--- src/rtl/dist16_4_pkg.sv ---
// Shared constants and helpers for the 1-to-4 word distributor.
package dist16_4_pkg;

  localparam int LANES     = 4;
  localparam int SEL_W     = 2;
  localparam int DEF_WIDTH = 16;
  localparam int DEF_DEPTH = 2;

  // One-hot lane decode, all zero when the enable is low.
  function automatic logic [LANES-1:0] lane_decode(input logic [SEL_W-1:0] sel,
                                                   input logic             en);
    logic [LANES-1:0] onehot;
    onehot = {{(LANES-1){1'b0}}, 1'b1} << sel;
    return en ? onehot : '0;
  endfunction

endpackage

--- src/rtl/dist_lane_fifo.sv ---
// Single-lane FIFO built from flip-flops. The head word is always presented on rdata.
module dist_lane_fifo #(
  parameter int WIDTH = 16,
  parameter int DEPTH = 2
) (
  input  logic             clk,
  input  logic             rst,
  input  logic             push,
  input  logic [WIDTH-1:0] wdata,
  input  logic             pop,
  output logic [WIDTH-1:0] rdata,
  output logic             empty,
  output logic             full
);

  localparam int PW = (DEPTH > 1) ? $clog2(DEPTH) : 1;
  localparam int CW = PW + 1;

  logic [WIDTH-1:0] mem_reg [DEPTH];
  logic [PW-1:0]    head_reg;
  logic [PW-1:0]    tail_reg;
  logic [CW-1:0]    count_reg;
  logic             do_push;
  logic             do_pop;

  assign full    = (count_reg == CW'(DEPTH));
  assign empty   = (count_reg == '0);
  // Guards keep the FIFO self-protecting even if the caller does not qualify push/pop.
  assign do_push = push & ~full;
  assign do_pop  = pop & ~empty;
  assign rdata   = mem_reg[head_reg];

  genvar gi;
  generate
    for (gi = 0; gi < DEPTH; gi++) begin : g_entry
      // Each storage entry loads when the tail points at it during an accepted push.
      always_ff @(posedge clk or posedge rst) begin
        if (rst) begin
          mem_reg[gi] <= '0;
        end else if (do_push && (tail_reg == PW'(gi))) begin
          mem_reg[gi] <= wdata;
        end
      end
    end
  endgenerate

  // Head/tail pointers wrap naturally because DEPTH is a power of two.
  always_ff @(posedge clk or posedge rst) begin
    if (rst) begin
      head_reg <= '0;
      tail_reg <= '0;
    end else begin
      if (do_push) tail_reg <= tail_reg + 1'b1;
      if (do_pop)  head_reg <= head_reg + 1'b1;
    end
  end

  // Occupancy count; a simultaneous push and pop leaves it unchanged.
  always_ff @(posedge clk or posedge rst) begin
    if (rst) begin
      count_reg <= '0;
    end else begin
      case ({do_push, do_pop})
        2'b10:   count_reg <= count_reg + 1'b1;
        2'b01:   count_reg <= count_reg - 1'b1;
        default: count_reg <= count_reg;
      endcase
    end
  end

endmodule

--- src/rtl/dist16_4.sv ---
// 1-to-4 distributor: one valid/ready input steered by in_sel into four lane FIFOs.
module dist16_4
  import dist16_4_pkg::*;
#(
  parameter int WIDTH = DEF_WIDTH,
  parameter int DEPTH = DEF_DEPTH
) (
  input  logic             clk,
  input  logic             rst,
  input  logic [WIDTH-1:0] in_data,
  input  logic [SEL_W-1:0] in_sel,
  input  logic             in_valid,
  output logic             in_ready,
  output logic [WIDTH-1:0] out0_data,
  output logic [WIDTH-1:0] out1_data,
  output logic [WIDTH-1:0] out2_data,
  output logic [WIDTH-1:0] out3_data,
  output logic [LANES-1:0] out_valid,
  input  logic [LANES-1:0] out_ready,
  output logic [LANES-1:0] lane_full
);

  logic [LANES-1:0] push_vec;
  logic [LANES-1:0] lane_empty;
  logic [WIDTH-1:0] lane_data [LANES];

  // in_ready looks only at registered fullness, so a same-cycle pop never frees a slot early.
  assign in_ready = ~lane_full[in_sel];
  assign push_vec = lane_decode(in_sel, in_valid & in_ready);

  genvar gi;
  generate
    for (gi = 0; gi < LANES; gi++) begin : g_lane
      dist_lane_fifo #(
        .WIDTH (WIDTH),
        .DEPTH (DEPTH)
      ) u_fifo (
        .clk   (clk),
        .rst   (rst),
        .push  (push_vec[gi]),
        .wdata (in_data),
        .pop   (out_ready[gi] & out_valid[gi]),
        .rdata (lane_data[gi]),
        .empty (lane_empty[gi]),
        .full  (lane_full[gi])
      );
      assign out_valid[gi] = ~lane_empty[gi];
    end
  endgenerate

  assign out0_data = lane_data[0];
  assign out1_data = lane_data[1];
  assign out2_data = lane_data[2];
  assign out3_data = lane_data[3];

endmodule

--- config.mk ---
export PLATFORM = sky130hd
export DESIGN_NAME = dist16_4
export DESIGN_NICKNAME = d
export VERILOG_FILES = /design/src/rtl/dist16_4_pkg.sv /design/src/rtl/dist_lane_fifo.sv /design/src/rtl/dist16_4.sv
export SDC_FILE = /design/constraint.sdc
export NUM_CORES = 1
export LEC_CHECK = 0
export CAP_MARGIN = 30
export CORE_MARGIN = 2
export CORE_UTILIZATION = 31
export DETAILED_ROUTE_END_ITERATION = 8
export GPL_ROUTABILITY_DRIVEN = 0
export SLEW_MARGIN = 10
export SYNTH_ARGS = -nofsm -noshare
export SYNTH_HDL_FRONTEND = slang
export SYNTH_SLANG_ARGS = --single-unit
--- constraint.sdc ---
create_clock -name clk -period 7.6 [get_ports clk]
set_clock_uncertainty 0.15 [all_clocks]
set_input_delay 1.9 -clock clk [delete_from_list [all_inputs] [get_ports clk]]
set_output_delay 1.9 -clock clk [all_outputs]
set_load 0.01 [all_outputs]
==> metrics.txt <==
DP HPWL 9.91 mm; clock slew at reported path FFs approximately 60 ps; f_max 170 MHz; total clock sinks between 100 and 150; reg2reg start g_lane[0].u_fifo.count_reg[0]$_DFFE_PP0P_; max-slew violation count 0; Cell Pwr Density about 470 nW/um^2; Max clock buf depth 2; Site Rows 53; Horiz. Die Dim 149 um; final wirelength 14.5 mm; hold wc startpoint g_lane[0].u_fifo.count_reg[1]$_DFFE_PP0P_; via/cell ratio 4.61; biggest area consumer among synthesized cells dfrtp_1; Syn Nets 451; RSZ-0062 raised after global routing false; max reg flops 128; Yosys reg bits 144; number of global-route vias before repair slightly above 4000; Num CTS Buffers 17; total grt overflow 0; maximum vdd drop 0.226 mV; Gate Count Post-Synth 422; Hold Path Class reg2reg; Clock Latency Late Sink 420 ps; Req. time, crit path 5550 ps; Primary FF master, synth dfrtp_1; syn avg cell area between 15 and 20 um^2; via count 3727; hold path cells 1; # nets final 549; Root Buffer clkbuf_16; Setup violations, final 0; Slew HR 41.9%; io pins 98; peak per-stage delay on the critical path 780 ps; cts repair resizes 0; Final Util 40.2%; CTS tree done; htree depth 4; total track usage 13.8%; CP max FO 13; worst path arrival time 3830 ps; die height between 100 and 150 um; post-synthesis sequential area ratio a little under three fifths; die area 22300 um^2; Yosys top cell area share 55.0%; Unique masters post-synth 32; minimum clock period roughly 5900 ps; Core Area 20900 um^2; actual slew at the worst max-slew pin about 870 ps; synth-to-layout area growth 28.1%; drc violations 0; Total Power 3980 uW; outcome finished clean; fraction of registers with async set or reset after synthesis 100%; ANT cells 0; Leak 0.00358 uW; initial DRC count 158; internal power between 2000 and 3000 uW; initial antenna violation count 0; Initial Utilization 31.3%; Clock power frac 21.8%; cell chain of the critical path clkdlybuf4s50_1, mux4_2, inv_1, clkdlybuf4s50_1; post-route clock period utilization 77.4%; Sequential Power Share 35.8%; number of synthesized flops with an enable pin 0; Hold Path End g_lane[0].u_fifo.count_reg[1]$_DFFE_PP0P_; Cell Area, Synth roughly 6500 um^2; largest net degree at the start of global routing 74; Register-to-Register Setup Slack 5420 ps; sw frac 29.5%; first-pass GRT wire length 23.2 mm; Max Cap Violations 0; most used cell, CP clkdlybuf4s50_1; share of cells above drive strength 1 45.2%; Critical Path Slowest Stage Cell clkdlybuf4s50_1; WL per Instance approximately 18 um; port buffer count 97; Setup Crit Path Kind in2out; setup tns final 0 ps; reg2reg path depth 3; DRT Pass-1 Iters 4; Sw Pwr 1170 uW; Setup Buffers After CTS 0; Comb power frac 42.4%; Synth Warn # 0; post-route ant nets 0; Critical R2R Capture g_lane[0].u_fifo.mem_reg[18]$_DFFE_PP0P_; pre-CTS setup slack between 1500 and 2000 ps; number of failing hold endpoints at the final stage 0; Critical Path Start Type input port; hold_buf cts 0; CP Capture Type primary output; setup ws final 1720 ps; Synth area leaders dfrtp_1 (55%), mux2_2 (28%), mux2_4 (5.5%), xnor2_1 (1.6%), xor2_1 (1.1%)
[per-layer routing]
layer  track usage [%]  wire [um]  vias up
met3              4.74        698       12
met2              23.1       7350       79
met4              3.38        138        0
met1              17.1       6280     1946
li1                  -          -     1690
met5                 0          0        -
[area by class of cell]
| class | instances | area (um^2) |
|---|---|---|
| Clock inverter | 12 | 165 |
| Tap cell | 275 | 344 |
| Fill cell | 1940 | 12500 |
| Multi-Input combinational cell | 250 | 2760 |
| Clock buffer | 20 | 447 |
| Sequential cell | 144 | 3600 |
| Timing Repair Buffer | 104 | 1050 |
| Inverter | 3 | 16.3 |
[metrics by stage]
step                cells  area, um^2  hold WS [ps]
floorplan             422        6550           298
global placement      773        7730           315
detailed placement    775        7750           321
CTS                   807        8360           333
global route          808        8390           342
finish                808        8390           332
[critical path, delay by kind of cell]
family / cells / cell delay [ps]
mux: 1 / 560
buf+inv: 3 / 1360
[cell usage in the layout, fill, tap and decap left out, types with 2 or more instances in the layout]
cell             netlist  routed
ha_1                   4       4
bufinv_16              0       4
clkinvlp_4             0       2
clkinv_2               0       6
mux2_1                 3       3
nand2_1                2       2
clkbuf_1               8       2
xor2_1                 8       8
nor3_2                 2       2
xnor2_1               12      12
inv_1                  3       2
mux2_2               165     165
and2_1                 4       4
clkdlybuf4s50_1        0      97
dfrtp_1              144     144
buf_4                  6       4
mux2_4                24      24
nor2_1                 4       4
clkbuf_16              0      17
or3_1                  2       2
nor2b_1                4       4
buf_6                  4       2
nor4b_4                2       2
or2_2                  4       4
[power groups by stage]
stage,clock network [uW],logic (uW),registers [uW]
6_report,865,1690,1430
3_5_place_dp,0,1700,1440
5_1_grt,924,1810,1490
2_1_floorplan,0,1060,1300
4_1_cts,887,1720,1430
3_3_place_gp,0,1680,1410
[kinds of logic (layout without fill, tap and decap cells)]
group	Yosys count	after routing	synth area share (%)
mux	193	193	34.7
simple gates	33	33	4.03
flops	144	144	55.0
xor+xnor	20	20	2.68
buf+inv	28	139	2.75
fa+ha+maj	4	4	0.764
[cell usage after synthesis, types with 4 or more instances]
| master | number |
|---|---|
| mux2_4 | 24 |
| xor2_1 | 8 |
| buf_4 | 6 |
| buf_2 | 5 |
| dfrtp_1 | 144 |
| mux2_2 | 165 |
| and2_1 | 4 |
| or2_2 | 4 |
| buf_6 | 4 |
| nor2_1 | 4 |
| nor2b_1 | 4 |
| ha_1 | 4 |
| xnor2_1 | 12 |
| clkbuf_1 | 8 |
[worst max path at each step]
stage / start / endpoint / slack, ps / depth (start not counted)
6_report: in_sel[0] / in_ready / 1720 / 4
5_1_grt: in_sel[0] / in_ready / 1650 / 4
4_1_cts: in_sel[0] / in_ready / 1720 / 4
3_5_place_dp: in_sel[0] / in_ready / 1740 / 4
3_3_place_gp: in_sel[0] / in_ready / 1730 / 4
2_1_floorplan: rst / g_lane[0].u_fifo.count_reg[0]$_DFFE_PP0P_ / 1680 / 1
Note: power is estimated with default switching activity, not from simulation.
==> variant (same flow settings) <==
Set the package constant `DEF_DEPTH` to 1 (it was 2).
--- a/src/rtl/dist16_4_pkg.sv
+++ b/src/rtl/dist16_4_pkg.sv
@@ -4,7 +4,7 @@
   localparam int LANES     = 4;
   localparam int SEL_W     = 2;
   localparam int DEF_WIDTH = 16;
-  localparam int DEF_DEPTH = 2;
+  localparam int DEF_DEPTH = 1;
 
   // One-hot lane decode, all zero when the enable is low.
   function automatic logic [LANES-1:0] lane_decode(input logic [SEL_W-1:0] sel,
Function: changed (Yosys sat finds a counterexample within 4 cycles, from zero or initial values and one cycle with rst high).
==> variant against the unedited design <==
Count of clock-buffer cells in the layout down 9. Worst setup slack better by 0.25 ns. First-iteration DRC count down 81%. Design area down 46%. Critical path type unchanged. Utilization up 4.5 points. Largest cell class unchanged. Routed wire length down 53%. Critical endpoint unchanged. Power down 52%. Sequential cell count down 68. Synthesized area down 51%.
==> variant: results (changes against the unedited design) <==
Int Pwr -> 0.00133 W (-52%)
Fill cells -> 960 (-51%)
Met3 GRT Util -> 4.14% (-0.60 points)
Post-CTS Resized -> 0 (unchanged)
Ys async rst share -> 100% (unchanged)
R2r worst-path depth -> 4 (+1)
FF-to-FF Start -> g_lane[0].u_fifo.count_reg[0]$_DFFE_PP0P_
First-pass GRT wire length -> 11,100 µm (-52%)
Layout Nets -> 349 (-36%)
Share of layout cells above drive strength 1 -> 27.8% (-17 points)
H-tree Lvls -> 3 (-1)
Iteration-0 DRC Markers -> 30 (-81%)
Largest net degree at the start of global routing -> 77 (+4.1%)
Netlist cell types -> 18 (-44%)
Hpwl dp -> 4830 µm (-51%)
Total CTS buffers -> 9 (-8)
Max FO, Critical Path -> 5 (-8)
Syn Nets -> 245 (-46%)
Combinational group share of total power -> 46.5% (+4.1 points)
Synth top area share -> 59.4% (+4.3 points)
Ys flop type -> dfrtp_1
Worst-Skew Late Latency -> 0.34 ns (-0.08 ns)
Critical Path Max Stage Delay -> 0.56 ns (-0.22 ns)
Slew headroom -> 60.8% (+19 points)
Yosys warning count -> 0 (unchanged)
Wire length on met3 -> 309 µm (-56%)
Critical R2R Capture -> g_lane[0].u_fifo.mem_reg[14]$_DFFE_PP0P_
Most frequent cells after synthesis -> 76 x dfrtp_1, 54 x mux2_2, 14 x inv_1
Worst R2R Setup Slack -> 5.23 ns (-0.19 ns)
Routed WL per cell -> 15.0 µm (-16%)
Peak VDD IR -> 0.000155 V (-31%)
Layer with the highest usage -> met2
GRT Total Usage -> 13.0% (-0.77 points)
Hold_sp -> g_lane[2].u_fifo.count_reg[1]$_DFFE_PP0P_
Number of flip-flops in the largest register -> 64 (-50%)
Initial antenna violation count -> 0 (unchanged)
Hold endpoint -> g_lane[2].u_fifo.count_reg[1]$_DFFE_PP0P_
CP Data Arrival Time -> 3.58 ns (-0.25 ns)
Cells on Worst Hold Path -> 2 (+1)
Wl on met1 -> 3320 µm (-47%)
Pleak -> 1.93 nW (-46%)
CTS root buf -> clkbuf_8
Seq/Total Area, Yosys -> 59.4% (+4.3 points)
GR Layer Usage met2 -> 19.3% (-3.8 points)
Grt met1 use -> 18.0% (+0.93 points)
Met2 wire length -> 3100 µm (-58%)
Clk pwr -> 0.000305 W (-65%)
Critical-path top delay cell -> mux4_1
# diodes -> 0 (unchanged)
Pre-antenna DRT Iters -> 3 (-1)
# port buffers -> 97 (unchanged)
Post-CTS Repair Setup Buffers -> 0 (unchanged)
Outcome -> complete, no violations
Vias -> 1,973 (-47%)
Ranking of synthesized cells by area -> dfrtp_1 59%, mux2_2 19%, ha_1 4.7%
==> variant: cell count changes in the layout (fill, tap and decap cells not counted), sizes merged, moves of 8 or more <==
cell	change
ha	+8
inv	+11
xor2	-8
clkbuf	-9
mux2	-128
dfrtp	-68
==> variant: final cells by class <==
cell class                 count  share of cell area (%)
inverter                      14                    1.18
clock inverter                 5                    1.35
multi-input combinational    109                    25.9
tap                          136                    3.74
sequential                    76                    41.8
timing repair buffer         102                    23.1
clock buffer                  11                    2.89
==> variant: how the worst max path moves through the flow <==
| stage | depth (start not counted) | end | from |
|---|---|---|---|
| global placement | 4 | in_ready | in_sel[0] |
| detailed placement | 4 | in_ready | in_sel[0] |
| finish | 4 | in_ready | in_sel[0] |
| global route | 4 | in_ready | in_sel[0] |
| CTS | 4 | in_ready | in_sel[0] |
| floorplan | 2 | in_ready | in_sel[0] |
==> variant: kinds of logic (layout without fill, tap and decap cells) <==
kind of cell | after synthesis | in the layout | synth area share, %
AOI/OAI and AO/OA | 4 | 4 | 0.625
xor gates and xnor gates | 12 | 12 | 3.28
adders and majority gates | 12 | 12 | 4.69
buffers and inverters | 23 | 132 | 3.83
DFF | 76 | 76 | 59.4
muxes | 65 | 65 | 24.5
and+or+nand+nor | 16 | 16 | 3.75
==> variant: stage by stage <==
| stage | area [µm²] | std cells | hold slack (ns) | setup slack, ns | power, W |
|---|---|---|---|---|---|
| global route | 4550 | 453 | 0.361 | 1.86 | 0.00206 |
| finish | 4550 | 453 | 0.335 | 1.97 | 0.00193 |
| CTS | 4520 | 452 | 0.341 | 1.96 | 0.00196 |
| global placement | 4280 | 433 | 0.313 | 1.97 | 0.00162 |
| detailed placement | 4330 | 436 | 0.323 | 1.96 | 0.00164 |
| floorplan | 3200 | 208 | 0.300 | 3.04 | 0.00116 |
